[config.mk]
export PLATFORM = sky130hd
export DESIGN_NAME = traffic_phase_sequencer
export DESIGN_NICKNAME = d
export VERILOG_FILES = /design/src/rtl/traffic_pkg.sv /design/src/rtl/interval_timer.sv /design/src/rtl/traffic_phase_sequencer.sv
export SDC_FILE = /design/constraint.sdc
export NUM_CORES = 1
export LEC_CHECK = 0
export CAP_MARGIN = 10
export CELL_PAD_IN_SITES_DETAIL_PLACEMENT = 1
export CELL_PAD_IN_SITES_GLOBAL_PLACEMENT = 1
export CORE_MARGIN = 3
export CORE_UTILIZATION = 25
export DETAILED_ROUTE_END_ITERATION = 10
export PLACE_DENSITY_LB_ADDON = 0.1
export REMOVE_ABC_BUFFERS = 1
export SLEW_MARGIN = 40
export SYNTH_ARGS = -nofsm -noshare
export SYNTH_HDL_FRONTEND = slang
export SYNTH_SLANG_ARGS = --single-unit
[constraint.sdc]
create_clock -name clk -period 2.84 [get_ports clk]
set_clock_uncertainty 0.05 [all_clocks]
set_input_delay 0.568 -clock clk [delete_from_list [all_inputs] [get_ports clk]]
set_output_delay 0.568 -clock clk [all_outputs]
set_load 0.005 [all_outputs]
[src/rtl/traffic_pkg.sv]
// rtl/traffic_pkg.sv - lamp codes and sequencer state encoding
package traffic_pkg;

  localparam logic [2:0] LIGHT_RED    = 3'b100;
  localparam logic [2:0] LIGHT_YELLOW = 3'b010;
  localparam logic [2:0] LIGHT_GREEN  = 3'b001;
  localparam logic [2:0] LIGHT_OFF    = 3'b000;

  typedef enum logic [1:0] {
    ST_ALLRED = 2'd0,
    ST_GREEN  = 2'd1,
    ST_YELLOW = 2'd2,
    ST_FLASH  = 2'd3
  } state_e;

endpackage

[src/rtl/interval_timer.sv]
// rtl/interval_timer.sv - loadable down-counter with enable and zero flag
module interval_timer #(
  parameter int               CNT_W   = 8,
  parameter logic [CNT_W-1:0] RST_VAL = '0
) (
  input  logic             clk,
  input  logic             rst,
  input  logic             en,
  input  logic             load,
  input  logic [CNT_W-1:0] load_val,
  output logic [CNT_W-1:0] count,
  output logic             zero
);

  logic [CNT_W-1:0] count_q;

  always_ff @(posedge clk) begin
    if (!rst) begin
      count_q <= RST_VAL;
    end else if (en) begin
      if (load) count_q <= load_val;
      else      count_q <= count_q - 1'b1;
    end
  end

  assign count = count_q;
  assign zero  = (count_q == '0);

endmodule

[src/rtl/traffic_phase_sequencer.sv]
// rtl/traffic_phase_sequencer.sv - round-robin demand-actuated phase sequencer with amber flash
module traffic_phase_sequencer
  import traffic_pkg::*;
#(
  parameter int NUM_PHASES  = 4,
  parameter int CNT_W       = 8,
  parameter int GREEN_TIME  = 5,
  parameter int YELLOW_TIME = 2,
  parameter int ALLRED_TIME = 1,
  parameter int FLASH_HALF  = 4,
  localparam int PW = (NUM_PHASES > 1) ? $clog2(NUM_PHASES) : 1
) (
  input  logic                    clk,
  input  logic                    rst,
  input  logic                    en,
  input  logic                    flash_req,
  input  logic [NUM_PHASES-1:0]   req,
  output logic [3*NUM_PHASES-1:0] lights,
  output logic [CNT_W-1:0]        count,
  output logic [PW-1:0]           phase,
  output logic                    flashing
);

  state_e                  state_q, state_d;
  logic [PW-1:0]           phase_q, phase_d, rr_phase, cand;
  logic                    flash_on_q, flash_on_d, found;
  logic [3*NUM_PHASES-1:0] lights_q, lights_d;
  logic                    flashing_q;
  logic                    tmr_load, tmr_zero;
  logic [CNT_W-1:0]        tmr_load_val;

  interval_timer #(
    .CNT_W  (CNT_W),
    .RST_VAL(CNT_W'(ALLRED_TIME - 1))
  ) u_timer (
    .clk     (clk),
    .rst     (rst),
    .en      (en),
    .load    (tmr_load),
    .load_val(tmr_load_val),
    .count   (count),
    .zero    (tmr_zero)
  );

  // First requesting phase after the current one; plain increment when nobody asks.
  always_comb begin
    rr_phase = PW'((int'(phase_q) + 1) % NUM_PHASES);
    cand     = '0;
    found    = 1'b0;
    for (int k = 1; k <= NUM_PHASES; k++) begin
      cand = PW'((int'(phase_q) + k) % NUM_PHASES);
      if (!found && req[cand]) begin
        rr_phase = cand;
        found    = 1'b1;
      end
    end
  end

  always_comb begin
    state_d      = state_q;
    phase_d      = phase_q;
    flash_on_d   = flash_on_q;
    tmr_load     = tmr_zero;
    tmr_load_val = '0;
    if (tmr_zero) begin
      case (state_q)
        ST_GREEN: begin
          state_d      = ST_YELLOW;
          tmr_load_val = CNT_W'(YELLOW_TIME - 1);
        end
        ST_YELLOW: begin
          state_d      = ST_ALLRED;
          tmr_load_val = CNT_W'(ALLRED_TIME - 1);
        end
        ST_ALLRED: begin
          if (flash_req) begin
            state_d      = ST_FLASH;
            flash_on_d   = 1'b1;
            tmr_load_val = CNT_W'(FLASH_HALF - 1);
          end else begin
            state_d      = ST_GREEN;
            phase_d      = rr_phase;
            tmr_load_val = CNT_W'(GREEN_TIME - 1);
          end
        end
        default: begin
          if (flash_req) begin
            flash_on_d   = ~flash_on_q;
            tmr_load_val = CNT_W'(FLASH_HALF - 1);
          end else begin
            state_d      = ST_ALLRED;
            phase_d      = PW'(NUM_PHASES - 1);
            tmr_load_val = CNT_W'(ALLRED_TIME - 1);
          end
        end
      endcase
    end
  end

  always_comb begin
    lights_d = '0;
    for (int i = 0; i < NUM_PHASES; i++) begin
      if (state_d == ST_FLASH)
        lights_d[3*i +: 3] = flash_on_d ? LIGHT_YELLOW : LIGHT_OFF;
      else if (PW'(i) == phase_d && state_d == ST_GREEN)
        lights_d[3*i +: 3] = LIGHT_GREEN;
      else if (PW'(i) == phase_d && state_d == ST_YELLOW)
        lights_d[3*i +: 3] = LIGHT_YELLOW;
      else
        lights_d[3*i +: 3] = LIGHT_RED;
    end
  end

  always_ff @(posedge clk) begin
    if (!rst) begin
      state_q    <= ST_ALLRED;
      phase_q    <= PW'(NUM_PHASES - 1);
      flash_on_q <= 1'b0;
      lights_q   <= {NUM_PHASES{LIGHT_RED}};
      flashing_q <= 1'b0;
    end else if (en) begin
      state_q    <= state_d;
      phase_q    <= phase_d;
      flash_on_q <= flash_on_d;
      lights_q   <= lights_d;
      flashing_q <= (state_d == ST_FLASH);
    end
  end

  assign lights   = lights_q;
  assign phase    = phase_q;
  assign flashing = flashing_q;

endmodule
==> results of run 1 <==
## power groups by stage
stage	Sequential [mW]	Combinational [mW]	Clock (mW)
CTS	0.646	1.30	0.328
detailed placement	0.655	1.29	0
global placement	0.642	1.27	0
global route	0.669	1.45	0.342
floorplan	0.632	0.820	0
finish	0.643	1.28	0.315
## layer usage
metal,share of wire [%],wire length (um),up-vias
met5,0,0,-
met4,0.60,25,0
met2,48,2002,18
met3,2.6,107,2
li1,-,-,690
met1,49,2014,668
## cells in the final DEF, fill, tap and decap left out, types with 2 or more instances in the layout
master	Yosys	final
a211oi_1	2	2
nand3_1	2	2
a31oi_1	2	2
nor2_1	20	20
a22oi_1	2	2
o221ai_1	4	4
o21ai_1	4	4
nor2b_1	6	6
xnor2_1	3	3
clkbuf_8	0	3
mux2i_1	2	2
o21ai_0	5	5
o221a_1	4	4
a22o_1	2	2
dfxtp_1	26	26
o21a_1	2	2
ha_1	4	4
nand3b_1	3	3
and2_1	3	3
clkdlybuf4s50_1	0	30
nand2b_1	2	2
nor4_1	2	2
o311ai_2	2	2
xor2_1	2	2
buf_4	0	7
a21oi_1	5	5
inv_1	17	17
nand2_1	20	20
## worst min-delay path, stage by stage, from the launching register on
cell and delay, ps:
dfxtp_1 330, nand2_1 50, o21ai_1 50
## sequential cells by signal (all words and copies together), names as in the netlist
| name | cells |
|---|---|
| lights | 12 |
| u_timer.count | 8 |
| phase | 2 |
| state_q | 2 |
| flash_on_q | 1 |
| flashing | 1 |
## cell type report
| type | instances | area [sq um] | area share (%) |
|---|---|---|---|
| clock buffers | 3 | 41.29 | 2.105 |
| clock inverters | 1 | 30.03 | 1.531 |
| repair buffers | 37 | 352.8 | 17.98 |
| flip-flops and latches | 26 | 520.5 | 26.53 |
| inverters | 17 | 63.81 | 3.253 |
| well taps | 72 | 90.09 | 4.592 |
| multi-input cells | 125 | 863.3 | 44.01 |
## metrics by stage
stage | power [mW] | TNS (ps) | setup WS (ps) | utilization [%]
after global placement | 1.910 | 0 | 45.16 | 33.71
after CTS | 2.275 | 0 | 283.2 | 34.98
after detailed placement | 1.948 | -32.91 | -14.51 | 33.71
after floorplan | 1.451 | 0 | 741.7 | -
after global routing | 2.457 | 0 | 106.4 | 34.98
final | 2.238 | 0 | 281.3 | 34.98
## worst paths after layout
kind                             endpoint  slack, ps             start
worst min register to register  lights[3]        410         lights[3]
worst min-delay path            lights[3]        410         lights[3]
worst max register to register  lights[3]        480  u_timer.count[0]
worst max-delay path            lights[8]        280            req[3]
## cells by family after synthesis
family,count (synthesis),synth area share [%]
and+or+nand+nor,67,24.13
muxes,4,2.889
buffers and inverters,23,6.032
DFF,26,35.34
xor gates and xnor gates,5,2.974
adders and majority gates,4,3.399
AOI/OAI and AO/OA,45,25.23
==> qor.yml, run 1 <==
timing:
  finalCritPeriodShare_pct: 90.10
  finalCriticalPeriod_ps: 2559
  timing.slew.headroom_pct: 61.67
  setup-violations-final: 0
  finalHoldViolations: 0
  hold_ws_ps: 409.4
  rsz0062_at_grt: "no"
  finalMaxSlewViolations: 0
  clock.fmax_ghz: 0.3908
  worst_slew_pin_slew_ps: 574.0
grt:
  grt-busiest-layer: "met2"
  grt_max_degree: 16
  globalRouteMet3Util_pct: 1.952
  gr-usage-met2_pct: 23.08
  globalRoute.totalOverflow: 0
  antenna_found_initial: 0
  grt_first_pass_wirelength_um: 6955
  grt_use_total_pct: 13.17
  use_met1_pct: 16.59
  first_global_vias: 1458
finish:
  area_delta_synth_final_pct: 33.22
  diodes: 0
  fill_cells: 689
  instances_no_fill: 281
  drive_gt1_share_pct: 10.05
  stdcell_area_sq_um: 1962
  num-nets-final: 222
synth:
  async_reset_ff_share_pct: 0
  yosys-top-cells-area: "dfxtp_1 (35%), nand2_1 (5.1%), nor2_1 (5.1%)"
  synth_top_area_share_pct: 35.34
  synth_cell_types: 50
  synthFlopType: "dfxtp_1"
  ys_top_cells_by_count: "dfxtp_1 (26), nand2_1 (20), nor2_1 (20)"
  syn_avg_cell_area_sq_um: 8.464
  synth-edff-count: 0
  ys_seq_area_share_pct: 35.34
  synth_area_sq_um: 1473
  syn_inst: 174
  synth_seq_cells: 26
  ys_warn_count: 0
  yosys.area.top_type: "dfxtp_1"
  synth_most_common_cell: "dfxtp_1"
power_and_ir_drop:
  ir_worst_vdd_mv: 0.3933
  clkPwrFrac_pct: 14.1
  p_sw_share_pct: 42.18
  pwr-share-seq_pct: 28.7
  p_per_area_nw_per_um2: 1141
  p_int_mw: 1.294
  p_switching_mw: 0.9441
  p_leak_nw: 0.7975
  power_frac_comb_pct: 57.2
placement:
  dp.final_hpwl_um: 3207
  dpl_cell_area_sq_um: 1891
  gp_congestion: 0.7391
  dp.cells: 277
  portBuffers: 30
critical_path:
  startpoint_type: "input pin"
  crit_type: "in2reg"
  crit_buf_inv: 1
  cp_top_family: "simple AND/OR/NAND/NOR gates"
  critPathCaptureType: "flop"
  ff2ff_path_depth: 9
  arrival_ps: 2650
  worst-path-stages: 8
  slowest_stage: "o311ai_2"
  critPathMaxStageDelay_ps: 490
  crit_fanout: 8
  required_ps: 2930
  crit_chain: "clkdlybuf4s50_1 > nor2_1 > and4b_1 > a211oi_2 > and2_1 > o311ai_2 > and2b_1 > o221ai_1"
drt:
  wl_um: 4150
  drt-initial-drc-count: 72
  post_drt_wl_per_cell_um: 14.77
  post-route-drc-count: 0
  firstDrtPassIters: 3
  detail-route-antenna-nets: 0
  vias_per_cell: 4.904
  vias: 1378
die:
  ios: 31
  start_util_pct: 26.26
  dieHeight_um: 82.75
  die_w_um: 82.75
  die-area_sq_um: 6848
  rows: 27
  fp.coreArea_sq_um: 5608
clock_network:
  clk_path_buf_depth: 2
  cts_hold_buf: 0
  clock_latency_ps: 270
  postCtsSetupBuffers: 0
  post_cts_resized: 0
  cts_buffers: 3
  clkSinkCount: 26
  cts_htree_levels: 1
  clockRootBuffer: "clkbuf_8"
  clkSlewWorstSetupHoldPaths_ps: 100
  cts_tree: "built"
worst_hold_path:
  whs_path_depth: 2
  worstHoldPathType: "reg2reg"
outcome:
  status: "completed"
job:
  max-cap-violations: 0
(Power assumes the default switching activity.)
==> run 2, diff against run 1 <==
CTS_CLUSTER_SIZE = 40   (was not set)
clock period = 2.75 ns   (was 2.84 ns; I/O delays follow)
==> run 2 against run 1 <==
Register-to-register slack lost 170 ps. Sequential share of layout area shrank 0.40 points. Combinational power grew 9%. Largest power group unchanged.
==> qor.yml, run 2 (synthesis gave the netlist of run 1 again) <==
outcome:
  status: "completed"  # unchanged
grt:
  grt_use_total_pct: 13.29  # was 13.17%
  antenna_found_initial: 0  # unchanged
  first_global_vias: 1502  # was 1458
  grt_first_pass_wirelength_um: 7031  # was 6955 um
  globalRoute.totalOverflow: 0  # unchanged
  grt_max_degree: 14  # was 16
worst_hold_path:
  holdPathEnd: "lights[0]"  # was lights[3]
  worstHoldPathType: "reg2reg"  # unchanged
  whs_path_depth: 2  # unchanged
  hp-start: "lights[0]"  # was lights[3]
timing:
  finalHoldViolations: 0  # unchanged
  clock.fmax_ghz: 0.3883
  worst_slew_pin_slew_ps: 450.3  # was 574.0 ps
  finalCriticalPeriod_ps: 2576
  timing.slew.headroom_pct: 69.70  # was 61.67%
  rsz0062_at_grt: "no"  # unchanged
  finalCritPeriodShare_pct: 93.66
  setup-violations-final: 0  # unchanged
  worst_slack_ps: 174.5  # was 281.3 ps
  finalMaxSlewViolations: 0  # unchanged
  setup_tns_ps: 0  # unchanged
drt:
  wl_um: 4197  # was 4150 um
  vias_per_cell: 4.865  # was 4.904
  firstDrtPassIters: 4  # was 3
  post_drt_wl_per_cell_um: 14.57  # was 14.77 um
  detail-route-antenna-nets: 0  # unchanged
  vias: 1401  # was 1378
  drt-initial-drc-count: 53  # was 72
  post-route-drc-count: 0  # unchanged
critical_path:
  rr_endpoint: "lights[9]"  # was lights[3]
  critPathCaptureType: "flop"  # unchanged
  arrival_ps: 2740  # was 2650 ps
  crit_fanout: 5  # was 8
  rrSetupSlack_ps: 310  # was 480 ps
  crit_type: "in2reg"  # unchanged
  startpoint_type: "input pin"  # unchanged
  required_ps: 2910  # was 2930 ps
  regToRegStartpoint: "u_timer.count[0]"  # unchanged
  ff2ff_path_depth: 9  # unchanged
power_and_ir_drop:
  ir_worst_vdd_mv: 0.3243  # was 0.3933 mV
  p_per_area_nw_per_um2: 1142  # was 1141 nW/um^2
  power_mw: 2.275  # was 2.238 mW
  p_leak_nw: 0.8228  # was 0.7975 nW
clock_network:
  cts_htree_levels: 1  # unchanged
  cts_hold_buf: 0  # unchanged
  post_cts_resized: 0  # unchanged
  clockRootBuffer: "clkbuf_8"  # unchanged
  cts_buffers: 3  # unchanged
  cts_tree: "built"  # unchanged
  clkSlewWorstSetupHoldPaths_ps: 90  # was 100 ps
  clock_latency_ps: 260  # was 270 ps
  clk_path_buf_depth: 2  # unchanged
  postCtsSetupBuffers: 0  # unchanged
  clkSinkCount: 26  # unchanged
die:
  ios: 31  # unchanged
  die-area_sq_um: 6848  # unchanged
  rows: 27  # unchanged
  dieHeight_um: 82.75  # unchanged
  start_util_pct: 26.26  # unchanged
  die_w_um: 82.75  # unchanged
  fp.coreArea_sq_um: 5608  # unchanged
finish:
  final_cell_mix: "clkdlybuf4s50_1 (30), dfxtp_1 (26), nor2_1 (20), nand2_1 (20), inv_1 (17)"  # unchanged
  finish.utilization_pct: 35.52  # was 34.98%
  instances_no_fill: 288  # was 281
  area_delta_synth_final_pct: 35.26  # was 33.22%
  largest_reg_flops: 12  # unchanged
  final_common_cell: "clkdlybuf4s50_1"  # unchanged
  num-nets-final: 230  # was 222
  diodes: 0  # unchanged
  drive_gt1_share_pct: 12.96  # was 10.05%
placement:
  portBuffers: 30  # unchanged
  dp.final_hpwl_um: 3417  # was 3207 um
  gp_congestion: 0.8266  # was 0.7391
  dp_slack_ps: -85.20  # was -14.51 ps
  dp.cells: 285  # was 277
job:
  max-cap-violations: 0  # unchanged
[run 2: how the worst max path moves through the flow]
stage | from | depth (start not counted) | to | slack [ps]
final | req[3] | 10 | lights[9] | 170
after global routing | req[3] | 10 | lights[9] | 70
after detailed placement | req[3] | 10 | lights[9] | -90
after CTS | req[3] | 10 | lights[9] | 180
after floorplan | req[3] | 7 | lights[3] | 670
after global placement | req[2] | 10 | lights[9] | 30
[run 2: critical path, stage by stage]
cell,delay [ps]
clkdlybuf4s50_1,490
nor2_1,90
buf_4,150
o21a_1,180
a221o_1,300
nand3_2,90
o311ai_2,110
buf_4,170
nor4_1,400
a22o_1,200
[run 2: routing by layer]
metal	vias up	wire length, um	part of all wire, %	GRT usage [%]
met4	0	29	0.69	2.941
met2	23	2157	51	25.32
met5	-	0	0	0
met3	4	102	2.4	1.952
met1	669	1907	45	15.48
li1	705	-	-	-
[run 2: cell type report]
class                   count  area (sq um)
inverters                  17         63.81
multi-input cells         125         863.3
repair buffers             45         412.9
well taps                  72         90.09
clock buffers               3         41.29
flip-flops and latches     26         520.5
fillers                   696          3616
[run 2: where the power goes]
part	internal, mW	switching (mW)
clock network	0.0981	0.119
registers	0.501	0.159
logic	0.694	0.704
[run 2: per-stage QoR]
stage | hold slack [ps] | area (sq um)
finish | 406.7 | 1992
global route | 433.2 | 1992
CTS | 412.2 | 1992
detailed placement | 399.3 | 1951
global placement | 391.4 | 1951
floorplan | 392.3 | 1448
